<file path="src/rtl/sap_datapath.sv">
// sap_datapath: execution side of the SAP machine.
// Decodes the 15-bit control word from the sequencer into bus-source
// enables and register loads. Holds PC, MAR, IR, A/B/C/D, the output
// register, the carry/zero flags and the program memory.
module sap_datapath #(
  parameter int DW = 8,
  parameter int AW = 4
) (
  input  logic          clk,
  input  logic          rst,
  input  logic [14:0]   control_lines,
  input  logic          prog_we,
  input  logic [AW-1:0] prog_addr,
  input  logic [DW-1:0] prog_data,
  output logic [DW-1:0] bus,
  output logic [3:0]    reg_ir,
  output logic [1:0]    flag_lines,
  output logic [DW-1:0] out_port,
  output logic          out_valid,
  output logic          bus_conflict
);

  // Control word bit positions
  localparam int BIT_EP = 0;
  localparam int BIT_LM = 1;
  localparam int BIT_C  = 2;
  localparam int BIT_LI = 3;
  localparam int BIT_EM = 4;
  localparam int BIT_LA = 5;
  localparam int BIT_EI = 6;
  localparam int BIT_LB = 7;
  localparam int BIT_LC = 8;
  localparam int BIT_LD = 9;
  localparam int BIT_EA = 10;
  localparam int BIT_EB = 11;
  localparam int BIT_ES = 12;
  localparam int BIT_LO = 13;
  localparam int BIT_LP = 14;

  logic ep, lm, cinc, li, em, la, ei, lb, lc, ld, ea, eb, es, lo, lp;

  assign ep   = control_lines[BIT_EP];
  assign lm   = control_lines[BIT_LM];
  assign cinc = control_lines[BIT_C];
  assign li   = control_lines[BIT_LI];
  assign em   = control_lines[BIT_EM];
  assign la   = control_lines[BIT_LA];
  assign ei   = control_lines[BIT_EI];
  assign lb   = control_lines[BIT_LB];
  assign lc   = control_lines[BIT_LC];
  assign ld   = control_lines[BIT_LD];
  assign ea   = control_lines[BIT_EA];
  assign eb   = control_lines[BIT_EB];
  assign es   = control_lines[BIT_ES];
  assign lo   = control_lines[BIT_LO];
  assign lp   = control_lines[BIT_LP];

  logic [AW-1:0] pc;
  logic [AW-1:0] mar;
  logic [DW-1:0] ir;
  logic [DW-1:0] reg_a;
  logic [DW-1:0] reg_b;
  logic [DW-1:0] reg_c;
  logic [DW-1:0] reg_d;
  logic          carry;
  logic          zero;

  logic [DW-1:0] mem [2**AW];
  logic [DW-1:0] mem_rd;
  logic [DW:0]   alu_sum;
  logic [5:0]    enables;
  logic          multi_enable;
  logic          es_wins;

  // C and D have no bus enable in this control word, so nothing reads
  // them internally; collecting them here marks that as intentional.
  logic [2*DW-1:0] unused_cd;
  assign unused_cd = {reg_c, reg_d};

  // Memory read is asynchronous from MAR; a write at the same edge is
  // seen only afterwards, so same-cycle reads return the old data.
  assign mem_rd  = mem[mar];
  assign alu_sum = {1'b0, reg_a} + {1'b0, reg_b};
  assign enables = {es, eb, ea, ei, em, ep};
  assign multi_enable = ($countones(enables) > 1);
  assign es_wins = es & ~(ep | em | ei | ea | eb);

  assign reg_ir     = ir[DW-1 -: 4];
  assign flag_lines = {zero, carry};

  // Bus source mux, fixed priority EP > EM > EI > EA > EB > ES
  always_comb begin
    bus = '0;
    if (ep)      bus = {{(DW-AW){1'b0}}, pc};
    else if (em) bus = mem_rd;
    else if (ei) bus = {{(DW-4){1'b0}}, ir[3:0]};
    else if (ea) bus = reg_a;
    else if (eb) bus = reg_b;
    else if (es) bus = alu_sum[DW-1:0];
  end

  // Program memory write port; independent of reset so loading can
  // happen while the datapath is held in reset
  always_ff @(posedge clk) begin
    if (prog_we) mem[prog_addr] <= prog_data;
  end

  // Register file, PC, flags, output register and sticky conflict flag
  always_ff @(posedge clk) begin
    if (rst) begin
      pc           <= '0;
      mar          <= '0;
      ir           <= '0;
      reg_a        <= '0;
      reg_b        <= '0;
      reg_c        <= '0;
      reg_d        <= '0;
      out_port     <= '0;
      out_valid    <= 1'b0;
      carry        <= 1'b0;
      zero         <= 1'b0;
      bus_conflict <= 1'b0;
    end else begin
      if (lm) mar      <= bus[AW-1:0];
      if (li) ir       <= bus;
      if (la) reg_a    <= bus;
      if (lb) reg_b    <= bus;
      if (lc) reg_c    <= bus;
      if (ld) reg_d    <= bus;
      if (lo) out_port <= bus;
      out_valid <= lo;
      if (lp)        pc <= bus[AW-1:0];
      else if (cinc) pc <= pc + {{(AW-1){1'b0}}, 1'b1};
      if (es_wins && la) begin
        carry <= alu_sum[DW];
        zero  <= (alu_sum[DW-1:0] == '0);
      end
      if (multi_enable) bus_conflict <= 1'b1;
    end
  end

endmodule

</file>
<file path="config.mk">
export PLATFORM = sky130hd
export DESIGN_NAME = sap_datapath
export DESIGN_NICKNAME = d
export VERILOG_FILES = /design/src/rtl/sap_datapath.sv
export SDC_FILE = /design/constraint.sdc
export NUM_CORES = 1
export LEC_CHECK = 0
export CAP_MARGIN = 10
export CORE_MARGIN = 4
export CORE_UTILIZATION = 39
export DETAILED_ROUTE_END_ITERATION = 8
export GPL_TIMING_DRIVEN = 0
export SYNTH_ARGS = -nofsm -noshare
export SYNTH_HDL_FRONTEND = slang
export SYNTH_SLANG_ARGS = --single-unit
</file>
<file path="constraint.sdc">
create_clock -name clk -period 3.5 [get_ports clk]
set_input_delay 0.525 -clock clk [delete_from_list [all_inputs] [get_ports clk]]
set_output_delay 0.525 -clock clk [all_outputs]
set_load 0.02 [all_outputs]
</file>
==> results of run 1 <==
[through the flow]
stage	TNS (ns)	hold slack [ns]	total power [mW]	setup slack [ns]
6_report	0	0.4806	4.820	0.1242
5_1_grt	0	0.5017	5.011	0.01468
4_1_cts	0	0.4869	4.851	0.03350
3_5_place_dp	-1.321	0.4763	2.914	-0.3852
3_3_place_gp	-1.096	0.4566	2.898	-0.3626
2_1_floorplan	0	0.4543	2.699	0.9406
[flip-flops by register name, summed over array words and instances, names as in the netlist, named ones only]
name / cells
bus_conflict: 1
reg_b: 8
pc: 4
mar: 4
ir: 8
zero: 1
reg_a: 8
carry: 1
mem: 128
out_valid: 1
out_port: 8
[layer usage]
| metal | share of wire | GRT usage | vias to the layer above |
|---|---|---|---|
| met5 | 0 | 0 | - |
| met4 | 0.011 | 0.03844 | 0 |
| met3 | 0.052 | 0.03829 | 16 |
| met2 | 0.50 | 0.2998 | 148 |
| met1 | 0.43 | 0.2285 | 2474 |
| li1 | - | - | 2230 |
[critical path: stages (launching register included)]
cell and delay (ns):
dfxtp_2 0.38, buf_6 0.19, buf_12 0.17, mux4_2 0.50, a211o_1 0.40, a32oi_4 0.35
nor2_1 0.08, dlygate4sd2_1 0.33
[worst paths after layout]
path,cells past startpoint,startpoint,slack (ns),endpoint
min,2,out_port[5],0.48,out_port[5]
min reg2reg,2,out_port[5],0.48,out_port[5]
max reg2reg,7,flop,1.12,flop
max,7,flop,0.12,bus[4]
[cell families after synthesis]
kind of cell / count (synthesis)
buffers and inverters: 58
XOR/XNOR: 5
multiplexers: 40
AO/OA/AOI/OAI: 99
adder cells (fa/ha/maj): 14
flip-flops: 176
AND/OR/NAND/NOR: 129
[timing repair]
item / CTS / global route
endpoints found under the hold margin: 0 / 0
gates resized for setup: 22 / 3
pin swaps: 4 / 0
endpoints found under the setup margin: 8 / 5
buffers inserted: 3 / 2
[power breakdown]
group	switching (mW)	leakage [nW]	internal [mW]	total, mW
Clock	0.906	0.300	1.03	1.94
Combinational	0.309	1.24	0.238	0.546
Sequential	0.0370	1.55	2.30	2.34
Total	1.25	3.09	3.57	4.82
[cell usage after synthesis, types with 8 or more instances]
| library cell | count |
|---|---|
| dfxtp_1 | 48 |
| a211oi_1 | 9 |
| edfxtp_1 | 128 |
| nand2_1 | 12 |
| nand2b_1 | 25 |
| nand3_1 | 10 |
| o41ai_1 | 8 |
| nand3b_1 | 11 |
| o32ai_1 | 22 |
| mux4_1 | 17 |
| clkbuf_1 | 17 |
| inv_1 | 24 |
| mux4_2 | 15 |
| nor2_1 | 35 |
| a21oi_1 | 11 |
| ha_1 | 10 |
| buf_4 | 8 |
[final cells by class]
| type | instances | area [µm²] | share of cell area |
|---|---|---|---|
| Multi-Input combinational cell | 287 | 2745 | 0.2944 |
| Clock buffer | 17 | 425.4 | 0.04562 |
| Inverter | 24 | 90.09 | 0.009661 |
| Timing Repair Buffer | 56 | 535.5 | 0.05743 |
| Buffer | 32 | 209.0 | 0.02241 |
| Sequential cell | 176 | 4806 | 0.5154 |
| Tap cell | 265 | 331.6 | 0.03556 |
| Clock inverter | 15 | 182.7 | 0.01959 |
==> results.cfg, run 1 <==
[run_status]
status = completed

[synthesis]
yosysTopAreaCellShare = 0.4954
syn_area_um2 = 7759
synth_xor_area_frac = 0.005644
yosysTopAreaCell = edfxtp_1
synth_compound_area_frac = 0.1076
synth-adder-area-share = 0.02645
ys_warn_count = 0
synth_edf_count = 128
synthArstFlopShare = 0
syn_nets = 565
synth_top_family_by_area = multiplexers
yosys.area_share.simple = 0.09144
ys.flop_type = edfxtp_1
avgSynthCellArea_um2 = 14.89
syn_inst = 521
yosysSeqAreaShare = 0.6193
synth_area_leaders = edfxtp_1 50%, dfxtp_1 12%, mux4_1 5.8%
synth_mux_area_frac = 0.1116
ys_types = 57
synth-seq-cells = 176

[timing]
fmax_mhz = 296.2
maxSlewHeadroom = 0.3082
period_share = 0.9645
finalHoldViolCount = 0
maxSlewViolCount = 0
layout_min_cycle_time_ns = 3.376
rsz0062_at_grt = false
finalSetupViolations = 0
max_slew.worst_pin.slew_ns = 1.034
skew_ns = 0.009853

[cells_and_area]
n_antenna_cell = 0
area_growth_pct = 20.19
layout-drive-gt1-share = 0.1631
final_area_um2 = 9325
layout.cells.non_filler = 872
final_common_cell = edfxtp_1
postLayoutCoreUtil = 0.4776
nets = 638
final_cell_mix = 128 x edfxtp_1, 47 x dfxtp_1, 42 x clkdlybuf4s50_1
fillers = 1695

[critical_path]
required_ns = 2.97
critPathKind = reg2out
endpoint_kind = output port
crit_fanout = 10
critical_path_arrival_ns = 2.85
cp-start-kind = flop

[global_routing]
grt.total_usage = 0.1745
grt.overflow.total = 0
grt_pass1_vias = 5002
grt_pass1_wl_um = 29020
grt_antenna_before_repair = 0
grt_max_degree = 20

[detailed_routing]
avgViaCountPerCell = 5.583
drtIter0Drc = 406
drt_wl_total_um = 18550
ant_nets = 0
vias = 4868
drc = 0
dr.pass1.iters = 5
wl_per_cell_um = 21.27

[clocking]
cts_max_level = 4
cts_hold_buf = 0
cts.path.max_buffers = 2
clock-sinks = 176
worstSkewPairLatency_ns = 0.43
cts-root-buf = clkbuf_16
tritoncts = yes
cts.reportedPaths.clkPinSlew_ns = 0.07
cts_buffers = 17

[floorplanning]
dieArea_um2 = 22210
initial_utilization = 0.3973
num_rows = 51
ios = 54
die_h_um = 149.0
die_width_um = 149.0
core-area_um2 = 19530

[place]
place_area_um2 = 8613
numPlacedInstances = 837
port_buffers = 50
hpwlAfterDp_um = 12840
gp_congestion = 0.8385

[power]
vdd_drop_max_v = 0.0003411
power_leakage_nw = 3.086
power_density_nw_per_um2 = 516.9

[flow_run]
maxCapViolCount = 0

[hold_path]
min_path_type = reg2reg
No activity file was read; power rests on OpenSTA's default activity.
==> run 2, diff against run 1 <==
--- a/config.mk
+++ b/config.mk
@@ -10,6 +10,8 @@
 export CORE_UTILIZATION = 39
 export DETAILED_ROUTE_END_ITERATION = 8
 export GPL_TIMING_DRIVEN = 0
+export MAX_ROUTING_LAYER = met4
+export SKIP_CTS_REPAIR_TIMING = 1
 export SYNTH_ARGS = -nofsm -noshare
 export SYNTH_HDL_FRONTEND = slang
 export SYNTH_SLANG_ARGS = --single-unit
==> run 2 against run 1 <==
  * Critical path depth did not move
  * Sequential power barely moved
  * Setup slack got worse by 0.11 ns
  * Die area did not move
  * Clock-buffer cell count rose by 2
  * Combinational power rose by 3%
  * Sequential cell count did not move
  * Routed wire length rose by 2.0%
  * Maximum frequency fell by 3.1%
  * Utilization rose by 0.14 points
  * Clock skew barely moved
  * Worst hold slack got worse by 0.0034 ns
  * Largest cell class unchanged
  * Highest routed layer unchanged
==> results.cfg, run 2 (same netlist as run 1, synthesis figures left out) <==
[run_status]
status = completed

[clocking]
cts_buffers = 17
cts.reportedPaths.clkPinSlew_ns = 0.07
worstSkewPairLatency_ns = 0.43
cts.path.max_buffers = 2
tritoncts = yes
cts-root-buf = clkbuf_16
clock-sinks = 176
cts_max_level = 4

[critical_path]
critPathKind = reg2out
critical_path_arrival_ns = 2.96
rr_worst_depth = 8
crit_fanout = 5
endpoint_kind = output port
cp-start-kind = flop
rrSetupSlack_ns = 1.10
required_ns = 2.97
r2r-start = reg_a[0]
crit_path_end = bus[7]
rr_endpoint = reg_a[2]
startpoint = reg_b[1]

[place]
port_buffers = 50
place_area_um2 = 8611
gp_congestion = 0.8396
hpwlAfterDp_um = 12850

[detailed_routing]
drt_wl_total_um = 18910
wl_per_cell_um = 21.64
drtIter0Drc = 360
vias = 4864
dr.pass1.iters = 4
avgViaCountPerCell = 5.565
ant_nets = 0
drc = 0

[cells_and_area]
final_area_um2 = 9353
n_antenna_cell = 0
final_cell_mix = 128 x edfxtp_1, 47 x dfxtp_1, 43 x clkdlybuf4s50_1
fillers = 1724
largest_reg_flops = 128
layout-drive-gt1-share = 0.1642
area_growth_pct = 20.55
regMostFlops = mem
nets = 641
final_common_cell = edfxtp_1

[global_routing]
grt.total_usage = 0.1805
grt_pass1_vias = 4917
grt.overflow.total = 0
grt_max_degree = 17
grt_pass1_wl_um = 28970
grt_antenna_before_repair = 0

[timing]
finalSetupViolations = 0
finalHoldViolCount = 0
maxSlewViolCount = 0
layout_min_cycle_time_ns = 3.483
period_share = 0.9951
rsz0062_at_grt = true
hold_ws_ns = 0.4772
max_slew.worst_pin.slew_ns = 1.037
maxSlewHeadroom = 0.3061
fmax_mhz = 287.1
skew_ns = 0.009953

[power]
vdd_drop_max_v = 0.0003486
power_density_nw_per_um2 = 512.6
power_leakage_nw = 3.155

[floorplanning]
die_width_um = 149.0
initial_utilization = 0.3973
ios = 54
num_rows = 51
dieArea_um2 = 22210
die_h_um = 149.0
core-area_um2 = 19530

[flow_run]
maxCapViolCount = 0

[hold_path]
min_path_type = reg2reg
## run 2: cell types whose count changed in the layout (fill, tap and decap cells not counted), moves of 2 or more
cell	change
buf_4	-3
clkbuf_4	+3
clkinv_8	-2
dlygate4sd2_1	-8
dlymetal6s2s_1	+7
inv_8	-4
## run 2: per-layer routing
layer  track usage  vias up  share of wire
met2        0.2962      143           0.51
met5             -        -              0
met3       0.03920       14          0.049
li1              -     2228              -
met4       0.04943        0         0.0084
met1        0.2287     2479           0.43
## run 2: how the worst min path moves through the flow
stage | start | endpoint | slack (ns) | cells after the start
finish | bus_conflict | bus_conflict | 0.48 | 2
global placement | bus_conflict | bus_conflict | 0.46 | 2
global route | ir[3] | ir[3] | 0.50 | 2
detailed placement | bus_conflict | bus_conflict | 0.47 | 2
floorplan | ir[4] | ir[4] | 0.45 | 2
CTS | bus_conflict | bus_conflict | 0.48 | 2
## run 2: stage by stage
step           utilization  setup TNS, ns  power [mW]  setup WS, ns  cells
2_1_floorplan            -              0       2.699        0.9406    521
3_3_place_gp        0.4400         -1.109       2.899       -0.3534    836
4_1_cts             0.4707         -2.176       4.796       -0.4082    868
6_report            0.4790              0       4.794       0.01719    874
5_1_grt             0.4790        -0.1154       4.972       -0.1154    874
3_5_place_dp        0.4410         -1.222       2.915       -0.3672    837
## run 2: area by class of cell
class	instances	area, µm²	share of cell area
clock inverters	12	147.6	0.01579
multi-input cells	287	2751	0.2942
flip-flops and latches	176	4806	0.5138
repair buffers	58	575.6	0.06154
inverters	24	90.09	0.009632
plain buffers	33	217.7	0.02328
clock buffers	19	432.9	0.04629
well taps	265	331.6	0.03545
## run 2: critical path: stages (launching register included)
cell,delay (ns)
dfxtp_1,0.42
ha_1,0.29
a211oi_2,0.33
o211ai_1,0.18
a21o_1,0.24
a311oi_4,0.40
nor3_1,0.11
clkdlybuf4s50_1,0.55
## run 2: report_power, final
| group | internal (mW) | leakage, nW | switching [mW] |
|---|---|---|---|
| Sequential | 2.30 | 1.55 | 0.0380 |
| Clock | 1.07 | 0.283 | 0.828 |
| Combinational | 0.247 | 1.32 | 0.313 |
